==> config.mk <==
export PLATFORM = sky130hd
export DESIGN_NAME = fixed_to_float_pipe
export DESIGN_NICKNAME = d
export VERILOG_FILES = /design/src/rtl/fixed_float_pkg.sv /design/src/rtl/lead_one_detect.sv /design/src/rtl/fixed_to_float_pipe.sv
export SDC_FILE = /design/constraint.sdc
export NUM_CORES = 1
export LEC_CHECK = 0
export ABC_AREA = 1
export CORE_MARGIN = 2
export CORE_UTILIZATION = 45
export DETAILED_ROUTE_END_ITERATION = 16
export PLACE_DENSITY = 0.7
export SYNTH_ARGS = -nofsm -noshare
export SYNTH_HDL_FRONTEND = slang
export SYNTH_HIERARCHICAL = 1
export SYNTH_SLANG_ARGS = --single-unit
==> constraint.sdc <==
create_clock -name i_clk -period 6.4 [get_ports i_clk]
set_input_delay 1.6 -clock i_clk [delete_from_list [all_inputs] [get_ports i_clk]]
set_output_delay 1.6 -clock i_clk [all_outputs]
set_load 0.01 [all_outputs]
==> src/rtl/fixed_float_pkg.sv <==
// Shared types and helpers for the fixed-point to IEEE-754 single conversion pipeline.
//   FLOAT_BIAS   : single-precision exponent bias
//   float32_t    : {sign, exp, mant} view of a 32-bit float
//   lead_one_idx : index of the most significant set bit of a 32-bit word (0 if none)
package fixed_float_pkg;

  localparam logic [7:0] FLOAT_BIAS = 8'd127;

  typedef struct packed {
    logic        sign;
    logic [7:0]  exp;
    logic [22:0] mant;
  } float32_t;

  function automatic logic [4:0] lead_one_idx(input logic [31:0] vec);
    logic [4:0] idx;
    idx = '0;
    // Ascending scan so the highest set bit wins.
    for (int i = 0; i < 32; i++) begin
      if (vec[i]) idx = 5'(i);
    end
    return idx;
  endfunction

endpackage

==> src/rtl/lead_one_detect.sv <==
// Priority encoder: position of the most significant set bit of vec.
//   vec   : input word, W bits (W <= 32)
//   idx   : index of the leading one (0 when vec is zero)
//   found : vec has at least one bit set
module lead_one_detect
  import fixed_float_pkg::*;
#(
  parameter int unsigned W = 16
) (
  input  logic [W-1:0] vec,
  output logic [4:0]   idx,
  output logic         found
);

  assign idx   = lead_one_idx(32'(vec));
  assign found = |vec;

endmodule

==> src/rtl/fixed_to_float_pipe.sv <==
// Three-stage fixed-point to IEEE-754 single-precision converter with valid/ready flow control.
//   i_clk, i_rst      : clock, asynchronous active-high reset
//   i_valid, o_ready  : input handshake; i_fixed is taken when both are high
//   i_fixed           : IN_W-bit sample, value = i_fixed * 2^-FRAC_W
//   o_valid, i_ready  : output handshake; o_float is retired when both are high
//   o_float           : {sign, exp[7:0], mant[22:0]}
// Stages: S1 sign/magnitude, S2 leading-one normalise, S3 round and pack (output register).
module fixed_to_float_pipe
  import fixed_float_pkg::*;
#(
  parameter int unsigned IN_W     = 16,
  parameter int unsigned FRAC_W   = 0,
  parameter bit          SIGNED   = 1'b1,
  parameter bit          ROUND_NE = 1'b1
) (
  input  logic            i_clk,
  input  logic            i_rst,
  input  logic            i_valid,
  output logic            o_ready,
  input  logic [IN_W-1:0] i_fixed,
  output logic            o_valid,
  input  logic            i_ready,
  output logic [31:0]     o_float
);

  localparam int unsigned PadW = 32 - IN_W;

  if (IN_W < 2 || IN_W > 32) begin : g_bad_in_w
    $error("fixed_to_float_pipe: IN_W must be in 2..32");
  end
  if (FRAC_W > IN_W - 1) begin : g_bad_frac_w
    $error("fixed_to_float_pipe: FRAC_W must be in 0..IN_W-1");
  end

  logic            s1_valid, s1_sign;
  logic [IN_W-1:0] s1_mag;
  logic            s2_valid, s2_sign, s2_zero;
  logic [4:0]      s2_p;
  logic [IN_W-1:0] s2_norm;

  // Enable chain: a stage loads when empty or when its successor loads.
  logic en1, en2, en3;
  assign en3     = !o_valid || i_ready;
  assign en2     = !s2_valid || en3;
  assign en1     = !s1_valid || en2;
  assign o_ready = en1;

  // S1: sign and magnitude. Negation wraps in IN_W bits, so the most negative
  // input lands on 2^(IN_W-1), which is the correct unsigned magnitude.
  logic            in_neg;
  logic [IN_W-1:0] in_mag;
  assign in_neg = SIGNED && i_fixed[IN_W-1];
  assign in_mag = in_neg ? ((~i_fixed) + IN_W'(1)) : i_fixed;

  // S2: leading-one detect and left-normalise.
  logic [4:0]      lod_idx;
  logic            lod_found;
  logic [4:0]      norm_sh;
  logic [IN_W-1:0] norm_word;

  lead_one_detect #(
    .W (IN_W)
  ) u_lod (
    .vec   (s1_mag),
    .idx   (lod_idx),
    .found (lod_found)
  );

  assign norm_sh   = 5'(IN_W - 1) - lod_idx;
  assign norm_word = s1_mag << norm_sh;

  // S3: round and pack. The normalised word is left-aligned in 32 bits so the
  // leading one is always bit 31; mantissa is [30:8], guard/round/sticky below.
  // When p <= 23 the low byte is all zero, so no rounding happens there.
  logic [31:0] ext;
  logic [22:0] mant_raw;
  logic        guard, rnd, sticky, round_up;
  logic [23:0] mant_sum;
  float32_t    packed_f;

  always_comb begin
    ext      = 32'(s2_norm) << PadW;
    mant_raw = ext[30:8];
    guard    = ext[7];
    rnd      = ext[6];
    sticky   = |ext[5:0];
    round_up = ROUND_NE && guard && (rnd || sticky || mant_raw[0]);
    mant_sum = {1'b0, mant_raw} + 24'(round_up);
    // A carry out leaves mant_sum[22:0] at zero, so only the exponent needs bumping.
    packed_f.sign = s2_sign;
    packed_f.exp  = FLOAT_BIAS + 8'(s2_p) - 8'(FRAC_W) + 8'(mant_sum[23]);
    packed_f.mant = mant_sum[22:0];
    if (s2_zero) packed_f = '0;
  end

  always_ff @(posedge i_clk or posedge i_rst) begin
    if (i_rst) begin
      s1_valid <= 1'b0;
      s1_sign  <= 1'b0;
      s1_mag   <= '0;
      s2_valid <= 1'b0;
      s2_sign  <= 1'b0;
      s2_zero  <= 1'b1;
      s2_p     <= '0;
      s2_norm  <= '0;
      o_valid  <= 1'b0;
      o_float  <= '0;
    end else begin
      if (en1) begin
        s1_valid <= i_valid;
        if (i_valid) begin
          s1_sign <= in_neg;
          s1_mag  <= in_mag;
        end
      end
      if (en2) begin
        s2_valid <= s1_valid;
        if (s1_valid) begin
          s2_sign <= s1_sign && lod_found;
          s2_zero <= !lod_found;
          s2_p    <= lod_idx;
          s2_norm <= norm_word;
        end
      end
      if (en3) begin
        o_valid <= s2_valid;
        if (s2_valid) o_float <= packed_f;
      end
    end
  end

endmodule

==> results of run 1 <==
[metal layers]
layer  part of all wire  vias up  routed length (um)
met2               0.49       72                3690
li1                   -     1660                   -
met1               0.46     1465                3440
met5                  0        -                   0
met3              0.034       11                 259
met4              0.016        0                 117
[worst max path at each step]
stage,slack (ps),endpoint
2_1_floorplan,2950,o_ready
3_3_place_gp,2010,o_ready
3_5_place_dp,1980,o_ready
4_1_cts,1980,o_ready
5_1_grt,1930,o_ready
6_report,2000,o_ready
[layout by cell type (no fill, tap or decap), drive strengths merged]
| cell type | Yosys | routed |
|---|---|---|
| nand3 | 54 | 54 |
| dfrtp | 65 | 65 |
| o22ai | 2 | 2 |
| o21ai | 46 | 46 |
| nand2 | 174 | 174 |
| nor4 | 2 | 2 |
| o31ai | 1 | 1 |
| conb | 2 | 9 |
| clkinv | 0 | 3 |
| a22o | 7 | 7 |
| o21bai | 3 | 3 |
| clkinvlp | 0 | 1 |
| nand4 | 6 | 6 |
| xnor2 | 1 | 1 |
| nor2 | 27 | 27 |
| and2 | 1 | 1 |
| ha | 2 | 2 |
| o21a | 1 | 1 |
| xor2 | 8 | 8 |
| buf | 22 | 1 |
| clkbuf | 5 | 11 |
| a21o | 1 | 1 |
| dfstp | 1 | 1 |
| clkdlybuf4s50 | 0 | 45 |
| a21oi | 6 | 6 |
| bufinv | 0 | 1 |
| inv | 55 | 55 |
| a22oi | 3 | 3 |
| o211ai | 3 | 3 |
[power by group through the flow]
stage / Combinational, uW / Sequential (uW) / Clock [uW]
2_1_floorplan: 366 / 658 / 0
5_1_grt: 668 / 658 / 379
4_1_cts: 596 / 641 / 361
6_report: 589 / 639 / 352
3_5_place_dp: 593 / 648 / 0
3_3_place_gp: 582 / 642 / 0
[critical path, delay by kind of cell]
kind,cells,cell delay [ps]
buf+inv,3,1080
simple gates,1,130
[flip-flops by register name, indices dropped and copies added (netlist names)]
name	flops
s2_sign	1
s1_valid	1
s2_zero	1
s1_mag	16
o_valid	1
s1_sign	1
o_float	24
s2_valid	1
s2_p	5
s2_norm	15
[final cells by class]
type                            instances  share of cell area
Sequential cell                        66               0.383
Multi-Input combinational cell        357               0.386
Timing Repair Buffer                   46               0.106
Clock buffer                           11              0.0351
Clock inverter                          5              0.0122
Tap cell                              102              0.0296
Inverter                               55              0.0479
[cell families after synthesis]
logic type / count (synthesis)
buffers and inverters: 82
other: 2
AO/OA/AOI/OAI: 73
adder cells (fa/ha/maj): 2
AND/OR/NAND/NOR: 264
XOR/XNOR: 9
flip-flops: 66
[stage by stage]
stage	utilization	instance area, um^2	std cells	hold WS (ps)
6_report	0.553	4310	642	478
5_1_grt	0.553	4310	642	503
4_1_cts	0.553	4310	642	484
3_5_place_dp	0.526	4110	626	466
3_3_place_gp	0.526	4110	626	465
2_1_floorplan	-	3690	505	442
==> run summary, run 1 <==
result of the run: finished clean
power per cell area: 366 mW/mm^2
Core Area: 0.00781 mm^2
Routed wire per std cell: 11.7 um
count of clock tree sinks: 66
crit path time final: 4400 ps
Synth Area in XOR/XNOR: 0.0215
TritonCTS clock tree: done
synth unique cells: 32
port bufs: 45
fraction of the mapped netlist area in adder cells: 0.00683
clock-pin slew on the worst setup and hold paths: 70 ps
residual overflow from global routing: 0
Max VDD drop: 0.124 mV
HPWL after DPL: 5640 um
GPL Wtd Cong: 0.896
launch point of the worst path: i_ready
layout-stage area growth over the synthesis result: 17.8%
# setup viols final: 0
fraction of the mapped netlist area in simple logic gates: 0.301
number of cells on the worst hold path: 2
number of rows created at floorplan: 32
worst setup path category: primary input to output port
worst slack after detailed placement: 1980 ps
number of maximum-capacitance violations: 0
Die H: 94.2 um
cell-internal power: 1010 uW
first drt pass iteration count: 4
Worst Hold Path EP: o_float[29]
R2R Setup Slk: 3810 ps
Worst Path Max Fanout: 3
met3 usage: 0.0337
maximum operating frequency: 227 MHz
sequential area share after synthesis: 0.451
multiplexer share of the synthesized area: 0
GR peak layer: met2
Switching Share: 0.363
critical path data arrival time: 2800 ps
leading cell type by number of instances after synthesis: sky130_fd_sc_hd__nand2_1
met2 GRT Util: 0.317
Max Transition Viols Final: 0
Min-Delay Startpoint: o_float[29]
largest buffer count on any clock path: 2
post_cts resized: 0
layout filler cell count: 792
Post-synth top flop: sky130_fd_sc_hd__dfrtp_1
area of the die: 0.00888 mm^2
Syn Std Cell Area: 0.00366 mm^2
post-route clock skew: 8.26 ps
Avg Cell Area, Syn: 7.36 um^2
clock latency on the worst-skew pair: 340 ps
Comb pwr share: 0.373
post-synthesis instance total: 498
Leak Pwr: 0.00215 uW
most numerous cell on the critical path: sky130_fd_sc_hd__clkdlybuf4s50_1
number of I/O pins: 54
count of routing violations after the opening detailed-route iteration: 133
crit path setup slack, layout: 2000 ps
fraction of the mapped netlist area in compound gates: 0.116
proportion of power drawn by flip-flops and latches: 0.404
total negative setup slack: 0 ps
cell-by-cell listing of the critical path: clkdlybuf4s50_1, inv_1, nand4_1, clkdlybuf4s50_1
cell type of the slowest stage on the worst timing path: sky130_fd_sc_hd__clkdlybuf4s50_1
RSZ-0062 raised after global routing: no
data required time at the worst endpoint: 4800 ps
total vias in the final route: 3,208
proportion of netlist area held by the largest area contributor: 0.444
critical register-to-register path endpoint: s2_norm[6]
Ys Warns: 6
top area cells in the synthesized netlist: sky130_fd_sc_hd__dfrtp_1 (44%), sky130_fd_sc_hd__nand2_1 (17%), sky130_fd_sc_hd__nand3_1 (7.2%)
Worst path max stage delay: 560 ps
wire length of the first global-routing pass: 12,800 um
transition at the pin with the smallest max-transition slack: 1070 ps
met1 track demand over resource in global routing: 0.221
global routing usage summed across all routing layers: 0.181
nets@finish: 557
category of the worst setup path launch point: primary input
final total power: 1580 uW
CP Capture Type: output port
initial antenna violation count: 0
number of nets with antenna violations after detailed routing: 0
Residual DRC: 0
Root Buffer: sky130_fd_sc_hd__clkbuf_8
fraction of registers with async set/reset: 1.00
relative contribution of the clock network to total power: 0.223
post-route clock period utilization: 0.688
initial core utilization: 0.469
CTS Buf Count: 9
worst slew margin relative to its limit: 0.282
Final Hold Violating Endpoints: 0
Sw Pwr: 574 uW
most instantiated cells after synthesis: sky130_fd_sc_hd__nand2_1 (170), sky130_fd_sc_hd__dfrtp_1 (65), sky130_fd_sc_hd__nand3_1 (53), sky130_fd_sc_hd__inv_1 (49), sky130_fd_sc_hd__o21ai_0 (42)
post-synthesis register bit count: 66
r2r startpoint: s1_mag[10]
Ant. Diodes: 0
average vias per placed instance: 5.00
Setup Fix Bufs, Post-CTS: 0
number of synthesized flops with an enable pin: 0
dominant combinational cell family by area after synthesis: simple AND/OR/NAND/NOR gates
number of levels the H-tree was split into: 3
routed wire length: 7510 um
pin count of the biggest net entering global routing: 67
biggest area consumer among synthesized cells: sky130_fd_sc_hd__dfrtp_1
Register Area: 0.00165 mm^2
type of the tightest min-delay check: register to register
share of layout cells above drive strength 1: 0.0611
Die Span X: 94.2 um
total area of multi-input combinational cells: 0.00167 mm^2
vias in the first global route: 2,939
hold buffer count at cts: 0
worst reg-to-reg path cell count: 7
No activity file was read; power rests on OpenSTA's default activity.
==> run 2, diff against run 1 <==
- clock period: 6.4 -> 4.5 ns (I/O delays scaled with it)
==> run 2 against run 1 <==
  * Sequential share of layout area up 0.17 points
  * Critical endpoint unchanged
  * Final cell count stayed put
  * Design area fell by 0.44%
==> run summary, run 2 (same netlist as run 1, synthesis figures left out) <==
Core Area: 0.00781 mm^2
Final Instance Area: 0.00430 mm^2
routed wire length: 7530 um
cell total after placement: 626
final std cells w/o fill: 642
residual overflow from global routing: 0
Register Area: 0.00165 mm^2
HPWL after DPL: 5730 um
clock-pin slew on the worst setup and hold paths: 70 ps
share of layout cells above drive strength 1: 0.0593
GPL Wtd Cong: 0.854
Routed wire per std cell: 11.7 um
total vias in the final route: 3,207
area of the die: 0.00888 mm^2
crit path time final: 3450 ps
type of the tightest min-delay check: register to register
hold buffer count at cts: 0
count of routing violations after the opening detailed-route iteration: 124
power per cell area: 518 mW/mm^2
transition at the pin with the smallest max-transition slack: 1040 ps
initial core utilization: 0.469
layout-stage area growth over the synthesis result: 17.2%
CTS Buf Count: 9
global routing usage summed across all routing layers: 0.182
TritonCTS clock tree: done
number of I/O pins: 54
Die Span X: 94.2 um
commonest non-fill, non-tap cell in the layout: sky130_fd_sc_hd__nand2_1
total area of multi-input combinational cells: 0.00167 mm^2
Die H: 94.2 um
count of clock tree sinks: 66
maximum operating frequency: 290 MHz
first drt pass iteration count: 4
data required time at the worst endpoint: 3380 ps
share of the core filled with cells in the final layout: 0.550
CP Capture Type: output port
layout filler cell count: 777
number of maximum-capacitance violations: 0
Final Hold Violating Endpoints: 0
post-route clock period utilization: 0.766
register ranked first by flip-flop count: o_float
Max Transition Viols Final: 0
number of nets with antenna violations after detailed routing: 0
vias in the first global route: 3,019
Max VDD drop: 0.159 mV
RSZ-0062 raised after global routing: no
critical path data arrival time: 2320 ps
max FFs per register: 24
largest buffer count on any clock path: 2
highest-count cells in the layout ignoring fill and taps: sky130_fd_sc_hd__nand2_1 (170), sky130_fd_sc_hd__dfrtp_1 (65), sky130_fd_sc_hd__nand3_1 (53), sky130_fd_sc_hd__inv_1 (48), sky130_fd_sc_hd__clkdlybuf4s50_1 (45)
category of the worst setup path launch point: primary input
nets@finish: 557
post_cts resized: 0
number of levels the H-tree was split into: 3
initial antenna violation count: 0
average vias per placed instance: 5.00
Residual DRC: 0
Setup Fix Bufs, Post-CTS: 0
port bufs: 45
# setup viols final: 0
Root Buffer: sky130_fd_sc_hd__clkbuf_8
worst slew margin relative to its limit: 0.302
number of rows created at floorplan: 32
registers with the highest flip-flop counts: o_float (24), s1_mag (16), s2_norm (15)
pin count of the biggest net entering global routing: 52
wire length of the first global-routing pass: 13,000 um
post-route clock skew: 12.5 ps
result of the run: finished clean
Ant. Diodes: 0
Worst Path Max Fanout: 3
total negative setup slack: 0 ps
post-detailed-placement cell area: 0.00411 mm^2
worst setup path category: primary input to output port
clock latency on the worst-skew pair: 350 ps
Leak Pwr: 0.00214 uW
worst hold slack across all endpoints: 480 ps
-- run 2: cell type report --
cell class                 instances  area share
multi-input combinational        357       0.388
inverter                          55      0.0481
clock buffer                      10      0.0297
timing repair buffer              46       0.107
sequential                        66       0.385
clock inverter                     6      0.0134
tap                              102      0.0297
-- run 2: per-stage QoR --
step	power, uW	worst slack (ps)
floorplan	1460	1720
CTS	2250	1030
global placement	1740	1060
finish	2230	1050
detailed placement	1770	1040
global route	2400	973
-- run 2: worst max-delay path, stage by stage --
cell                              delay (ps)
sky130_fd_sc_hd__clkdlybuf4s50_1         450
sky130_fd_sc_hd__inv_1                    60
sky130_fd_sc_hd__nand4_1                 120
sky130_fd_sc_hd__clkdlybuf4s50_1         560
-- run 2: layer usage --
metal / up-vias / GRT usage / part of all wire
li1: 1658 / - / -
met1: 1483 / 0.225 / 0.46
met2: 54 / 0.316 / 0.48
met3: 12 / 0.0273 / 0.034
met4: 0 / 0.0773 / 0.018
met5: - / 0 / 0
-- run 2: path summary, 6_finish.rpt --
path / startpoint / endpoint / slack, ps / cells past startpoint
min in group asynchronous: i_rst / s1_mag[10] / 1340 / 2
max in group asynchronous: i_rst / s2_norm[2] / 2360 / 3
worst min register to register: o_float[29] / o_float[29] / 480 / 2
worst min-delay path: o_float[29] / o_float[29] / 480 / 2
worst max-delay path: i_ready / o_ready / 1050 / 4
worst max register to register: s1_mag[2] / s2_norm[5] / 1890 / 23
-- run 2: where the power goes --
group / switching (uW) / leakage (uW) / internal (uW)
Sequential: 128 / 0.000841 / 782
Clock: 225 / 0.0000958 / 252
Combinational: 471 / 0.00121 / 368
Total: 825 / 0.00214 / 1400
==> run 3, diff against run 2 <==
- PLACE_DENSITY: 0.7 -> 0.73
- clock period: 4.5 -> 2.85 ns (I/O delays scaled with it)
==> run 3 against run 2 <==
  * Combinational power rose by 62%
  * Sequential share of layout area fell by 0.63 points
  * Non-clock buffer count increased by 7
  * Critical path depth is the same
  * Critical endpoint unchanged
  * Highest routed layer unchanged
==> run summary, run 3 (same netlist as run 1, synthesis figures left out) <==
crit path time final: 2610 ps
Die Span X: 94.2 um
share of layout cells above drive strength 1: 0.0697
number of nets with antenna violations after detailed routing: 0
category of the worst setup path launch point: primary input
count of clock tree sinks: 66
initial core utilization: 0.469
post_cts resized: 0
highest-count cells in the layout ignoring fill and taps: sky130_fd_sc_hd__nand2_1 (170), sky130_fd_sc_hd__dfrtp_1 (65), sky130_fd_sc_hd__nand3_1 (53), sky130_fd_sc_hd__inv_1 (48), sky130_fd_sc_hd__clkdlybuf4s50_1 (45)
Core Area: 0.00781 mm^2
register ranked first by flip-flop count: o_float
registers with the highest flip-flop counts: o_float (24), s1_mag (16), s2_norm (15)
Sw Pwr: 1270 uW
HPWL after DPL: 5670 um
Ant. Diodes: 0
number of rows created at floorplan: 32
Switching Share: 0.358
initial antenna violation count: 0
data required time at the worst endpoint: 2140 ps
routed wire length: 7440 um
maximum operating frequency: 384 MHz
port bufs: 45
global routing usage summed across all routing layers: 0.189
vias in the first global route: 3,008
Routed wire per std cell: 11.5 um
Setup Fix Bufs, Post-CTS: 0
number of levels the H-tree was split into: 3
Max Transition Viols Final: 0
average vias per placed instance: 4.90
power per cell area: 814 mW/mm^2
total negative setup slack: 0 ps
CP Capture Type: output port
area of the die: 0.00888 mm^2
pin count of the biggest net entering global routing: 67
first drt pass iteration count: 4
residual overflow from global routing: 0
type of the tightest min-delay check: register to register
count of routing violations after the opening detailed-route iteration: 183
proportion of power drawn by flip-flops and latches: 0.403
layout filler cell count: 747
total vias in the final route: 3,172
max FFs per register: 24
TritonCTS clock tree: done
post-route clock skew: 8.08 ps
# setup viols final: 0
relative contribution of the clock network to total power: 0.215
clock-pin slew on the worst setup and hold paths: 60 ps
result of the run: finished clean
Register Area: 0.00165 mm^2
Root Buffer: sky130_fd_sc_hd__clkbuf_8
cell-internal power: 2280 uW
number of maximum-capacitance violations: 0
Max VDD drop: 0.272 mV
commonest non-fill, non-tap cell in the layout: sky130_fd_sc_hd__nand2_1
worst hold slack across all endpoints: 482 ps
Die H: 94.2 um
worst setup path category: primary input to output port
GPL Wtd Cong: 0.904
clock latency on the worst-skew pair: 340 ps
final std cells w/o fill: 647
Worst Path Max Fanout: 3
nets@finish: 564
largest buffer count on any clock path: 2
RSZ-0062 raised after global routing: no
CTS Buf Count: 9
Leak Pwr: 0.00219 uW
cell total after placement: 633
total area of multi-input combinational cells: 0.00167 mm^2
transition at the pin with the smallest max-transition slack: 581 ps
layout-stage area growth over the synthesis result: 19.2%
wire length of the first global-routing pass: 13,200 um
number of I/O pins: 54
Residual DRC: 0
hold buffer count at cts: 0
Final Hold Violating Endpoints: 0
share of the core filled with cells in the final layout: 0.559
post-route clock period utilization: 0.914
worst slew margin relative to its limit: 0.608
critical path data arrival time: 1890 ps
Comb pwr share: 0.382
## run 3: cell count changes in the layout (fill, tap and decap cells not counted)
| cell | change |
|---|---|
| sky130_fd_sc_hd__clkbuf_1 | -1 |
| sky130_fd_sc_hd__buf_12 | +1 |
| sky130_fd_sc_hd__buf_4 | +6 |
| sky130_fd_sc_hd__clkbuf_8 | +2 |
| sky130_fd_sc_hd__clkinv_2 | -2 |
| sky130_fd_sc_hd__clkinvlp_4 | -1 |
## run 3: metal layers
layer	vias to the layer above	global-route usage	part of all wire
met2	66	0.318	0.48
met4	0	0.0761	0.015
met5	-	0	0
met1	1430	0.235	0.47
met3	12	0.0393	0.039
li1	1664	-	-
## run 3: critical path, stage by stage
cell and delay (ps):
sky130_fd_sc_hd__clkdlybuf4s50_1 450, sky130_fd_sc_hd__inv_1 60, sky130_fd_sc_hd__nand4_1 110, sky130_fd_sc_hd__clkdlybuf4s50_1 550
## run 3: path summary, 6_finish.rpt
check	from	endpoint	slack (ps)	cells after the start
worst max-delay path	i_ready	o_ready	240	4
worst min-delay path	o_float[10]	o_float[10]	480	2
worst max register to register	s1_mag[2]	s2_norm[11]	660	21
worst min register to register	o_float[10]	o_float[10]	480	2
max in group asynchronous	i_rst	s2_zero	1800	3
min in group asynchronous	i_rst	s1_mag[15]	760	3
## run 3: layout make-up
| cell class | count | area share |
|---|---|---|
| clock buffers | 11 | 0.0347 |
| flip-flops and latches | 66 | 0.379 |
| repair buffers | 53 | 0.120 |
| clock inverters | 3 | 0.00917 |
| inverters | 55 | 0.0473 |
| multi-input cells | 357 | 0.381 |
| well taps | 102 | 0.0292 |
## run 3: power groups by stage
stage	logic [uW]	clock network, uW	registers [uW]
2_1_floorplan	823	0	1480
3_3_place_gp	1340	0	1440
3_5_place_dp	1360	0	1450
4_1_cts	1370	786	1430
5_1_grt	1550	844	1470
6_report	1360	766	1430
## run 3: per-stage QoR
stage / setup slack [ps] / power [uW] / instance area [um^2]
floorplan: 484 / 2300 / 3690
global placement: 240 / 2780 / 4180
detailed placement: 226 / 2810 / 4180
CTS: 226 / 3590 / 4370
global route: 152 / 3870 / 4370
finish: 244 / 3560 / 4370
